## src/rtl/uart_pkg.sv

```systemverilog
// Shared UART definitions used by the transmitter and its baud-tick counter.
//   CLKS_PER_BIT_DEF : default clk_3125 cycles per bit (3.125 MHz / 14 ~= 223 kbaud)
//   STOP_BITS_DEF    : default stop bits per frame
//   uart_state_e     : 3-bit frame state, numbered the same as the receiver
//   frame_clks()     : cycles per frame = (start + 8 data + parity + stop) bits
//   cnt_width()      : width of the per-bit cycle counter
package uart_pkg;

  localparam int CLKS_PER_BIT_DEF = 14;
  localparam int STOP_BITS_DEF    = 1;

  typedef enum logic [2:0] {
    IDLE   = 3'd0,
    START  = 3'd1,
    DATA   = 3'd2,
    PARITY = 3'd3,
    STOP   = 3'd4
  } uart_state_e;

  function automatic int frame_clks(input int clks_per_bit, input int stop_bits);
    return (10 + stop_bits) * clks_per_bit;
  endfunction

  // The counter has to reach the end of the (possibly multi-bit) stop
  // period, so it is sized for STOP_BITS*CLKS_PER_BIT.
  function automatic int cnt_width(input int n);
    return (n <= 2) ? 1 : $clog2(n);
  endfunction

  localparam int FRAME_CLKS = frame_clks(CLKS_PER_BIT_DEF, STOP_BITS_DEF);

endpackage

```

## src/rtl/uart_baud_tick.sv

```systemverilog
// Per-bit cycle counter for the UART transmitter.
// Counts 0..CLKS_PER_BIT-1 and wraps at every bit boundary; while long_bit is
// high (stop period) it runs to STOP_BITS*CLKS_PER_BIT-1 instead, so multiple
// stop bits read as one long bit.
// Ports:
//   clk      in  sole clock
//   rst      in  synchronous active-high reset (counter -> 0)
//   clear    in  synchronous clear; holds the counter at 0 while the line is idle
//   long_bit in  select the stop-period length for the current bit
//   tick     out high in the final cycle of the current bit
module uart_baud_tick
  import uart_pkg::*;
#(
  parameter int CLKS_PER_BIT = CLKS_PER_BIT_DEF,
  parameter int STOP_BITS    = STOP_BITS_DEF
) (
  input  logic clk,
  input  logic rst,
  input  logic clear,
  input  logic long_bit,
  output logic tick
);

  localparam int            CW        = cnt_width(STOP_BITS * CLKS_PER_BIT);
  localparam logic [CW-1:0] LAST_BIT  = CW'(CLKS_PER_BIT - 1);
  localparam logic [CW-1:0] LAST_STOP = CW'(STOP_BITS * CLKS_PER_BIT - 1);

  logic [CW-1:0] cnt;

  assign tick = (cnt == (long_bit ? LAST_STOP : LAST_BIT));

  always_ff @(posedge clk) begin
    if (rst || clear || tick) cnt <= '0;
    else                      cnt <= cnt + CW'(1);
  end

endmodule

```

## src/rtl/uart_tx.sv

```systemverilog
// Byte-wide UART transmitter with a one-entry holding register.
// Frame: start(0), 8 data bits MSB first, even parity (^data), STOP_BITS stop(1).
// A byte queued while a frame is on the line goes out immediately after the
// last stop bit with no idle gap.
// Ports:
//   clk_3125   in   sole clock, posedge
//   rst        in   synchronous active-high reset
//   tx_start   in   host offers tx_data; accepted iff tx_ready
//   tx_data    in   payload byte, sampled on acceptance only
//   tx_ready   out  holding register empty
//   tx         out  registered serial line, idle high
//   tx_busy    out  frame on the line (start .. last stop bit)
//   tx_done    out  pulse in the final cycle of the last stop bit
//   tx_overrun out  pulse when tx_start arrives while the holding register is full
module uart_tx
  import uart_pkg::*;
#(
  parameter int CLKS_PER_BIT = CLKS_PER_BIT_DEF,
  parameter int STOP_BITS    = STOP_BITS_DEF
) (
  input  logic       clk_3125,
  input  logic       rst,
  input  logic       tx_start,
  input  logic [7:0] tx_data,
  output logic       tx_ready,
  output logic       tx,
  output logic       tx_busy,
  output logic       tx_done,
  output logic       tx_overrun
);

  uart_state_e state, next_state;

  logic [7:0] hold_byte;
  logic       hold_valid;
  logic [7:0] shift_byte;
  logic       parity_bit;
  logic [2:0] bit_idx, bit_idx_next;
  logic       tx_next;
  logic       tick;
  logic       launch;   // move holding reg into the shifter, start a frame
  logic       accept;   // latch tx_data into the holding reg

  uart_baud_tick #(
    .CLKS_PER_BIT (CLKS_PER_BIT),
    .STOP_BITS    (STOP_BITS)
  ) u_baud (
    .clk      (clk_3125),
    .rst      (rst),
    .clear    (state == IDLE),
    .long_bit (state == STOP),
    .tick     (tick)
  );

  // State register and datapath registers.
  always_ff @(posedge clk_3125) begin
    if (rst) begin
      state      <= IDLE;
      bit_idx    <= 3'd0;
      tx         <= 1'b1;
      hold_valid <= 1'b0;
      hold_byte  <= 8'h00;
      shift_byte <= 8'h00;
      parity_bit <= 1'b0;
    end else begin
      state   <= next_state;
      bit_idx <= bit_idx_next;
      tx      <= tx_next;
      if (launch) begin
        shift_byte <= hold_byte;
        parity_bit <= ^hold_byte;   // parity frozen with the byte it covers
      end
      if (accept)      begin hold_byte <= tx_data; hold_valid <= 1'b1; end
      else if (launch) hold_valid <= 1'b0;
    end
  end

  // Next-state logic.
  always_comb begin
    next_state   = state;
    bit_idx_next = bit_idx;
    launch       = 1'b0;
    case (state)
      IDLE: if (hold_valid) begin
        next_state = START;
        launch     = 1'b1;
      end
      START: if (tick) begin
        next_state   = DATA;
        bit_idx_next = 3'd7;
      end
      DATA: if (tick) begin
        if (bit_idx == 3'd0) next_state = PARITY;
        else                 bit_idx_next = bit_idx - 3'd1;
      end
      PARITY: if (tick) next_state = STOP;
      STOP: if (tick) begin
        // Queued byte loads in the last stop cycle: next start bit follows directly.
        if (hold_valid) begin
          next_state = START;
          launch     = 1'b1;
        end else begin
          next_state = IDLE;
        end
      end
      default: next_state = IDLE;
    endcase
  end

  // Outputs. tx is computed from the upcoming state so the registered line
  // changes exactly at the bit boundary.
  always_comb begin
    tx_ready   = !hold_valid;
    accept     = tx_start && !hold_valid;
    tx_overrun = tx_start && hold_valid;
    tx_busy    = (state != IDLE);
    tx_done    = (state == STOP) && tick;
    case (next_state)
      START:   tx_next = 1'b0;
      DATA:    tx_next = shift_byte[bit_idx_next];
      PARITY:  tx_next = parity_bit;
      default: tx_next = 1'b1;
    endcase
  end

endmodule
```

## config.mk

```make
export PLATFORM = sky130hd
export DESIGN_NAME = uart_tx
export DESIGN_NICKNAME = d
export VERILOG_FILES = /design/src/rtl/uart_pkg.sv /design/src/rtl/uart_baud_tick.sv /design/src/rtl/uart_tx.sv
export SDC_FILE = /design/constraint.sdc
export NUM_CORES = 1
export LEC_CHECK = 0
export ABC_AREA = 1
export CAP_MARGIN = 25
export CORE_MARGIN = 2
export CORE_UTILIZATION = 40
export DETAILED_ROUTE_END_ITERATION = 8
export SLEW_MARGIN = 15
export SYNTH_ARGS = -nofsm -noshare
export SYNTH_HDL_FRONTEND = slang
export SYNTH_HIERARCHICAL = 1
export SYNTH_SLANG_ARGS = --single-unit
```

## constraint.sdc

```tcl
create_clock -name clk_3125 -period 1.9 [get_ports clk_3125]
set_input_delay 0.19 -clock clk_3125 [delete_from_list [all_inputs] [get_ports clk_3125]]
set_output_delay 0.19 -clock clk_3125 [all_outputs]
set_load 0.01 [all_outputs]
```

==> impl_metrics.ini <==
[sta]
tightest_slew_ps = 396
setup_violations = 0
fin_crit_sh_pct = 92.4
maxSlewViolCount = 0
setup_ws_ps = 144
fin_skew_ps = 3.29
period_minus_slack_ps = 1760
hold_slack_ps = 447
max_freq_mhz = 569
relSlewSlack_pct = 73.6
hold_viol_final = 0

[detailed_routing]
drtIter0Drc = 90
totalWireLength_um = 2860
ant_nets = 0
dr_wl_met2_um = 1280
dr_total_vias = 1297
top_layer = met4
dr.pass1.iters = 4
drc_errors = 0
wl_per_cell_um = 10.2
viasPerCell = 4.62
routed-wl-met3_um = 90
wl_met1_um = 1420

[clocking]
cts_max_level = 2
root_buffer = clkbuf_8
clk_pin_slew_ps = 60
cts_made_buffers = 5
clk_latency_ps = 280
clockBufferDepth = 2
cts.sinks = 29
cts_tree = yes

[grt]
antenna_found_initial = 0
grt-ovfl-total = 0
grt_max_degree = 18
grt_usage_pct = 16.0
grt_pass1_vias = 1228
grt_first_pass_wirelength_um = 5290

[power_and_ir_drop]
pwr-share-seq_pct = 47.6
ir_drop_v = 0.000522
total_power_mw = 1.43
clockPowerShare_pct = 33.8
cellLeakagePower_nw = 0.788
p_int_mw = 1.03
powerDensity_nw_per_um2 = 765
p_comb_share_pct = 18.5
switchingPower_mw = 0.401
swShare_pct = 28.1

[status]
status = finished, final reports clean

[final_layout]
final_common_cell = nor2_1
drive_above_1_share_pct = 17.6
diodes = 0
n_fill_cell = 369
area_delta_synth_final_pct = 23.0
final_util_pct = 51.1
fin_nets = 247
final_area_um2 = 1870
most-common-layout-cells = nor2_1, inv_1, dfxtp_1

[run]
cap_violations = 0

[synth]
ys_seq_area_share_pct = 38.2
synthArstFlopShare_pct = 0
syn_nets = 221
synth.distinct_cells = 32
yosys_most_used_dff = dfxtp_1
ys_ff_latch = 29
yosys_warnings = 6
netlist_instances = 206
syn_avg_cell_area_um2 = 7.38
synth_edf_count = 0
syn-cell-area_um2 = 1520

[floorplanning]
start_util_pct = 41.5
chipWidth_um = 65.7
die_y_um = 65.7
rows = 22
die_area_um2 = 4310
coreArea_um2 = 3660
io_pins = 16

[placed_design]
dp_hpwl_um = 2140
globalplace.congestion = 0.761
io_buffers = 15
placed_area_um2 = 1760
place_ws_ps = 97.5

[worst_setup_path]
cp.arrival_ps = 1570
end_kind = primary output
startpoint_type = flip-flop
worst-path-max-fanout = 5
critPathKind = reg2out
critPathRequiredTime_ps = 1710

[hold_path]
holdCritPathClass = reg2reg
## final timing paths
path                 startpoint       endpoint  slack (ps)  cells after the start
setup / recovery       state[1]        tx_busy         140                      5
hold / removal    shift_byte[4]  shift_byte[4]         450                      2
setup reg to reg  u_baud/cnt[1]             tx         190                     14
hold reg to reg   shift_byte[4]  shift_byte[4]         450                      2
## cells by family (layout without fill, tap and decap cells)
logic type,count (synthesis),in the layout,synth area share (%)
adders and majority gates,4,4,3.29
and+or+nand+nor,87,87,29.0
xor gates and xnor gates,8,8,4.61
AOI/OAI and AO/OA,38,38,14.4
DFF,29,29,38.2
buffers and inverters,40,67,10.5
## worst max-delay path, stage by stage (launching register included)
cell and delay (ps):
dfxtp_1 460, nor2_1 70, inv_1 100, nor2_1 70, inv_1 60, clkdlybuf4s50_1 530
## registers in the layout (all words and copies together) (netlist names)
signal	flops
hold_byte	8
hold_valid	1
state	3
tx	1
bit_idx	3
parity_bit	1
u_baud/cnt	4
shift_byte	8
## Yosys cell counts, types with 3 or more instances
cell / count / share of area (%)
a21oi_1: 11 / 3.6
o21ai_0: 18 / 5.9
nor2_1: 35 / 8.6
xnor2_1: 7 / 4.0
inv_2: 4 / 0.99
nor3_1: 4 / 1.3
nand2_4: 4 / 3.0
nand2_2: 3 / 1.2
inv_1: 30 / 7.4
nand3_1: 15 / 4.9
nand2_1: 18 / 4.4
dfxtp_1: 29 / 38
ha_1: 4 / 3.3
## layer usage
layer  vias to the layer above  global-route usage, %
met4                         0                   8.59
met2                        20                   24.7
li1                        705                      -
met1                       565                   20.4
met3                         7                   3.60
met5                         -                      0
## per-stage QoR
step | TNS (ps) | instances
CTS | 0 | 280
global placement | 0 | 272
finish | 0 | 281
detailed placement | 0 | 272
global route | -9.02 | 281
floorplan | 0 | 206
## power by group through the flow
stage	logic (mW)	registers (mW)	clock network (mW)
after floorplan	0.183	0.689	0
after global placement	0.267	0.694	0
after detailed placement	0.265	0.695	0
after CTS	0.267	0.681	0.500
after global routing	0.302	0.687	0.526
final	0.265	0.681	0.484
## cell type report
type                    count  area [µm²]  area share [%]
flip-flops and latches     29         582            31.1
multi-input cells         137         792            42.4
inverters                  36         140            7.50
well taps                  48        60.1            3.21
repair buffers             23         213            11.4
clock buffers               6        72.6            3.88
clock inverters             2        10.0           0.535
## timing repair
action,in CTS,in global routing
setup endpoints to repair,1,1
setup buffers,0,1
gates resized for setup,1,6
pin swaps,0,1
hold buffers,0,0
Note: power is estimated with default switching activity, not from simulation.
